===== src/rtl/serial_adder.sv =====
// Bit-serial adder: LSB-first, one bit per clock through a single carry flop.
// FSM: S_IDLE waits for start | S_SHIFT adds one bit per edge | S_DONE pulses done for one cycle.

module serial_adder_ha (
    input  logic a_i,
    input  logic b_i,
    output logic s_o,
    output logic c_o
);
    assign s_o = a_i ^ b_i;
    assign c_o = a_i & b_i;
endmodule

module serial_adder #(
    parameter int WIDTH = 16
) (
    input  logic             clk_i,
    input  logic             rst_i,
    input  logic             start_i,
    input  logic [WIDTH-1:0] a_i,
    input  logic [WIDTH-1:0] b_i,
    input  logic             cin_i,
    output logic             busy_o,
    output logic             done_o,
    output logic [WIDTH-1:0] sum_o,
    output logic             cout_o,
    output logic             ovf_o
);
    localparam int CW = $clog2(WIDTH) + 1;
    localparam logic [CW-1:0] LAST = CW'(WIDTH - 1);

    typedef enum logic [1:0] {S_IDLE, S_SHIFT, S_DONE} state_t;

    state_t           state_q;
    logic [WIDTH-1:0] a_q, b_q, sum_q, sum_d;
    logic [CW-1:0]    cnt_q, cnt_d;
    logic             carry_q, carry_d;
    logic             cout_q, ovf_q, busy_q, done_q;
    logic             ha0_s, ha0_c, ha1_s, ha1_c;

    serial_adder_ha u_ha0 (.a_i(a_q[0]), .b_i(b_q[0]),  .s_o(ha0_s), .c_o(ha0_c));
    serial_adder_ha u_ha1 (.a_i(ha0_s),  .b_i(carry_q), .s_o(ha1_s), .c_o(ha1_c));

    assign carry_d = ha0_c | ha1_c;
    assign sum_d   = {ha1_s, sum_q[WIDTH-1:1]};
    assign cnt_d   = cnt_q + CW'(1);

    always_ff @(posedge clk_i or posedge rst_i) begin
        if (rst_i) begin
            state_q <= S_IDLE;
            a_q     <= '0;
            b_q     <= '0;
            sum_q   <= '0;
            cnt_q   <= '0;
            carry_q <= 1'b0;
            cout_q  <= 1'b0;
            ovf_q   <= 1'b0;
            busy_q  <= 1'b0;
            done_q  <= 1'b0;
        end else begin
            case (state_q)
                S_IDLE: begin
                    if (start_i) begin
                        a_q     <= a_i;
                        b_q     <= b_i;
                        carry_q <= cin_i;
                        cnt_q   <= '0;
                        sum_q   <= '0;
                        cout_q  <= 1'b0;
                        ovf_q   <= 1'b0;
                        busy_q  <= 1'b1;
                        state_q <= S_SHIFT;
                    end
                end
                S_SHIFT: begin
                    a_q     <= a_q >> 1;
                    b_q     <= b_q >> 1;
                    sum_q   <= sum_d;
                    carry_q <= carry_d;
                    cnt_q   <= cnt_d;
                    if (cnt_q == LAST) begin
                        // carry_q here is the carry into the MSB
                        ovf_q   <= carry_q ^ carry_d;
                        cout_q  <= carry_d;
                        busy_q  <= 1'b0;
                        done_q  <= 1'b1;
                        state_q <= S_DONE;
                    end
                end
                S_DONE: begin
                    done_q  <= 1'b0;
                    state_q <= S_IDLE;
                end
                default: state_q <= S_IDLE;
            endcase
        end
    end

    assign busy_o = busy_q;
    assign done_o = done_q;
    assign sum_o  = sum_q;
    assign cout_o = cout_q;
    assign ovf_o  = ovf_q;
endmodule

===== config.mk =====
export PLATFORM = sky130hd
export DESIGN_NAME = serial_adder
export DESIGN_NICKNAME = d
export VERILOG_FILES = /design/src/rtl/serial_adder.sv
export SDC_FILE = /design/constraint.sdc
export NUM_CORES = 1
export LEC_CHECK = 0
export ABC_AREA = 1
export BUFFER_PORTS_ARGS = -buffer_cell sky130_fd_sc_hd__buf_4
export CAP_MARGIN = 25
export CORE_ASPECT_RATIO = 1.2
export CORE_UTILIZATION = 26
export DETAILED_ROUTE_END_ITERATION = 10
export PLACE_DENSITY = 0.52
export SLEW_MARGIN = 10
export SYNTH_ARGS = -nofsm -noshare
export SYNTH_HDL_FRONTEND = slang
export SYNTH_SLANG_ARGS = --single-unit

===== constraint.sdc =====
create_clock -name clk_i -period 4.78 [get_ports clk_i]
set_input_delay 0.478 -clock clk_i [delete_from_list [all_inputs] [get_ports clk_i]]
set_output_delay 0.478 -clock clk_i [all_outputs]
set_load 0.03 [all_outputs]

==> out/results.ini <==
[outcome]
outcome=complete, no violations

[pwr]
leakagePower_nw=1.69
max-vdd-ir-drop_v=0.000257
p_clk_share_pct=23.4
p_seq_share_pct=36.4
p_comb_share_pct=40.2
power_density_nw_per_um2=681
switchingPower_mw=0.941
finalPower_mw=2.41
internal-power_mw=1.47
switching_share_pct=39.1

[cells_and_area]
multi_input_area_um2=1090
final_common_cell=dfrtp_1
syn_to_final_growth_pct=25.4
fillers=1088
layout-drive-gt1-share_pct=28.8
layout_common_cells=dfrtp_1 (60), nand2_1 (59), buf_4 (57), nor2_1 (35), o21ai_0 (34)
layout.nets=391
antenna_cells=0
seq_area_um2=1500

[setup_path]
r2r.worst_path.cells=7
reg2reg_slack_ns=2.40
worst_ep_arrival_time_ns=2.56
r2r-start=state_q[1]
critPathCaptureType=register
cp-start-kind=register
crit_fanout=50
critical_path_class=register to register
r2r-end=sum_o[0]
required_ns=4.96

[placed_design]
gp_congestion=0.713
dp_hpwl_mm=4.12
numPortBuffers=55
dp_slack_ns=2.36

[synth]
ys_seq_area_share_pct=53.3
yosysWarningCount=0
synth.avg_cell_area_um2=9.43
synth_area_um2=2820
ys_types=25
synthCells=299
yosys_register_bits=60
syn-num-nets=339

[timing]
worst_pin_slew_ns=0.824
finalHoldViolCount=0
clock_skew_ns=0.00522
fmax_mhz=420
maxSlewViolCount=0
setup-tns-final_ns=0
min_period_ns=2.38
setup_viol_count_final=0
relSlewSlack_pct=45.0
rsz0062_at_grt=false
fin_ws_ns=2.40
min_period_over_period_pct=49.9

[floorplan]
die-area_um2=11300
rows=41
initial_utilization_pct=26.8
core_area_um2=10500
die_y_um=116
io_pins=56
fp.dieW_um=97.1

[global_route]
track_usage_pct=11.4
grt_pass1_wl_mm=10.1
grt_pass1_vias=2034
grt_max_degree=61
grt-ovfl-total=0
antenna_found_initial=0

[clock_tree]
htree_levels=3
clock_latency_ns=0.32
numCtsBuffers=9
clock-sinks=60
cts-hold-fix-buffers=0
clockBufferDepth=2
cts_tree=done
cts-root-buf=clkbuf_16
clkTransAtPathRegs_ns=0.05
cts_setup_buffers=0
cts_resized=0

[route]
drt_iter0_markers=105
topRoutingLayerUsed=met4
vias=2174
wl_met2_mm=2.86
drt-vias-per-instance=4.50
wl_mm=6.26
ant_nets=0
drc=0
wl_met3_um=254
wl_met1_mm=3.08
wl_per_cell_um=13.0
first_pass_iters=4

[min_path]
min_path_type=input port to async pin

[flow_run]
maxCapViolations=0

[routing by layer]
metal | vias up | global-route usage [%]
li1 | 1079 | -
met1 | 1041 | 16.3
met2 | 46 | 16.5
met3 | 8 | 3.26
met4 | 0 | 4.18
met5 | - | 0
[critical path: stages, from the launching register on]
cell and delay (ns):
dfrtp_1 0.44, inv_2 0.13, nand2_4 0.30, nand2_2 0.67, buf_4 0.42, inv_2 0.12
nand2_1 0.07, o21ai_0 0.06
[power by group through the flow]
| stage | Clock (mW) | Sequential, mW | Combinational (mW) |
|---|---|---|---|
| global placement | 0 | 0.884 | 0.962 |
| finish | 0.562 | 0.877 | 0.967 |
| global route | 0.599 | 0.906 | 1.08 |
| floorplan | 0 | 0.991 | 0.636 |
| CTS | 0.576 | 0.881 | 0.983 |
| detailed placement | 0 | 0.886 | 0.980 |
[worst max path at each step]
stage               startpoint  endpoint  slack [ns]  cells after the start
CTS                 state_q[1]  sum_o[0]        2.36                      7
floorplan                rst_i    a_q[0]        2.82                      1
global route        state_q[1]  cnt_q[3]        2.19                      7
global placement    state_q[1]  sum_o[0]        2.40                      7
detailed placement  state_q[1]  sum_o[0]        2.36                      7
finish              state_q[1]  sum_o[0]        2.40                      7
[metrics by stage]
| step | cells | utilization [%] | hold slack, ns | instance area, um2 |
|---|---|---|---|---|
| finish | 483 | 33.6 | 0.377 | 3540 |
| global route | 483 | 33.6 | 0.435 | 3540 |
| CTS | 483 | 33.6 | 0.423 | 3540 |
| detailed placement | 469 | 31.2 | 0.469 | 3280 |
| global placement | 469 | 31.2 | 0.469 | 3280 |
| floorplan | 299 | - | 0.442 | 2820 |
[state kept, by name, indices dropped and copies added, names as in the netlist, 2 cells and up]
name	flops
a_q	16
b_q	16
cnt_q	5
state_q	2
sum_o	16
[Yosys cell counts]
cell	n	area, um2
dfrtp_1	60	1500
nand2_1	59	221
nor2_1	35	131
o21ai_0	34	170
a21oi_1	28	140
inv_1	23	86.3
o22ai_2	15	188
buf_2	7	35.0
nand3_1	7	35.0
buf_6	6	67.6
nor2_4	4	45.0
a21oi_2	3	26.3
ha_1	3	37.5
inv_2	3	11.3
nand2_4	2	22.5
a21oi_4	1	16.3
buf_4	1	7.51
buf_8	1	15.0
clkbuf_2	1	5.00
fa_1	1	20.0
nand2_2	1	6.26
nand3b_1	1	7.51
o21ai_2	1	8.76
o21bai_1	1	7.51
or2_2	1	6.26
[cell type report]
cell class	instances	area share [%]
well taps	129	4.56
flip-flops and latches	60	42.5
repair buffers	57	12.1
clock inverters	3	0.425
multi-input cells	197	30.8
inverters	26	2.76
clock buffers	11	6.86
[cell families after synthesis]
kind of cell | share of synthesized area (%)
and+or+nand+nor | 16.9
DFF | 53.3
buffers and inverters | 8.08
adders and majority gates | 2.04
AOI/OAI and AO/OA | 19.8
Note: power is estimated with default switching activity, not from simulation.
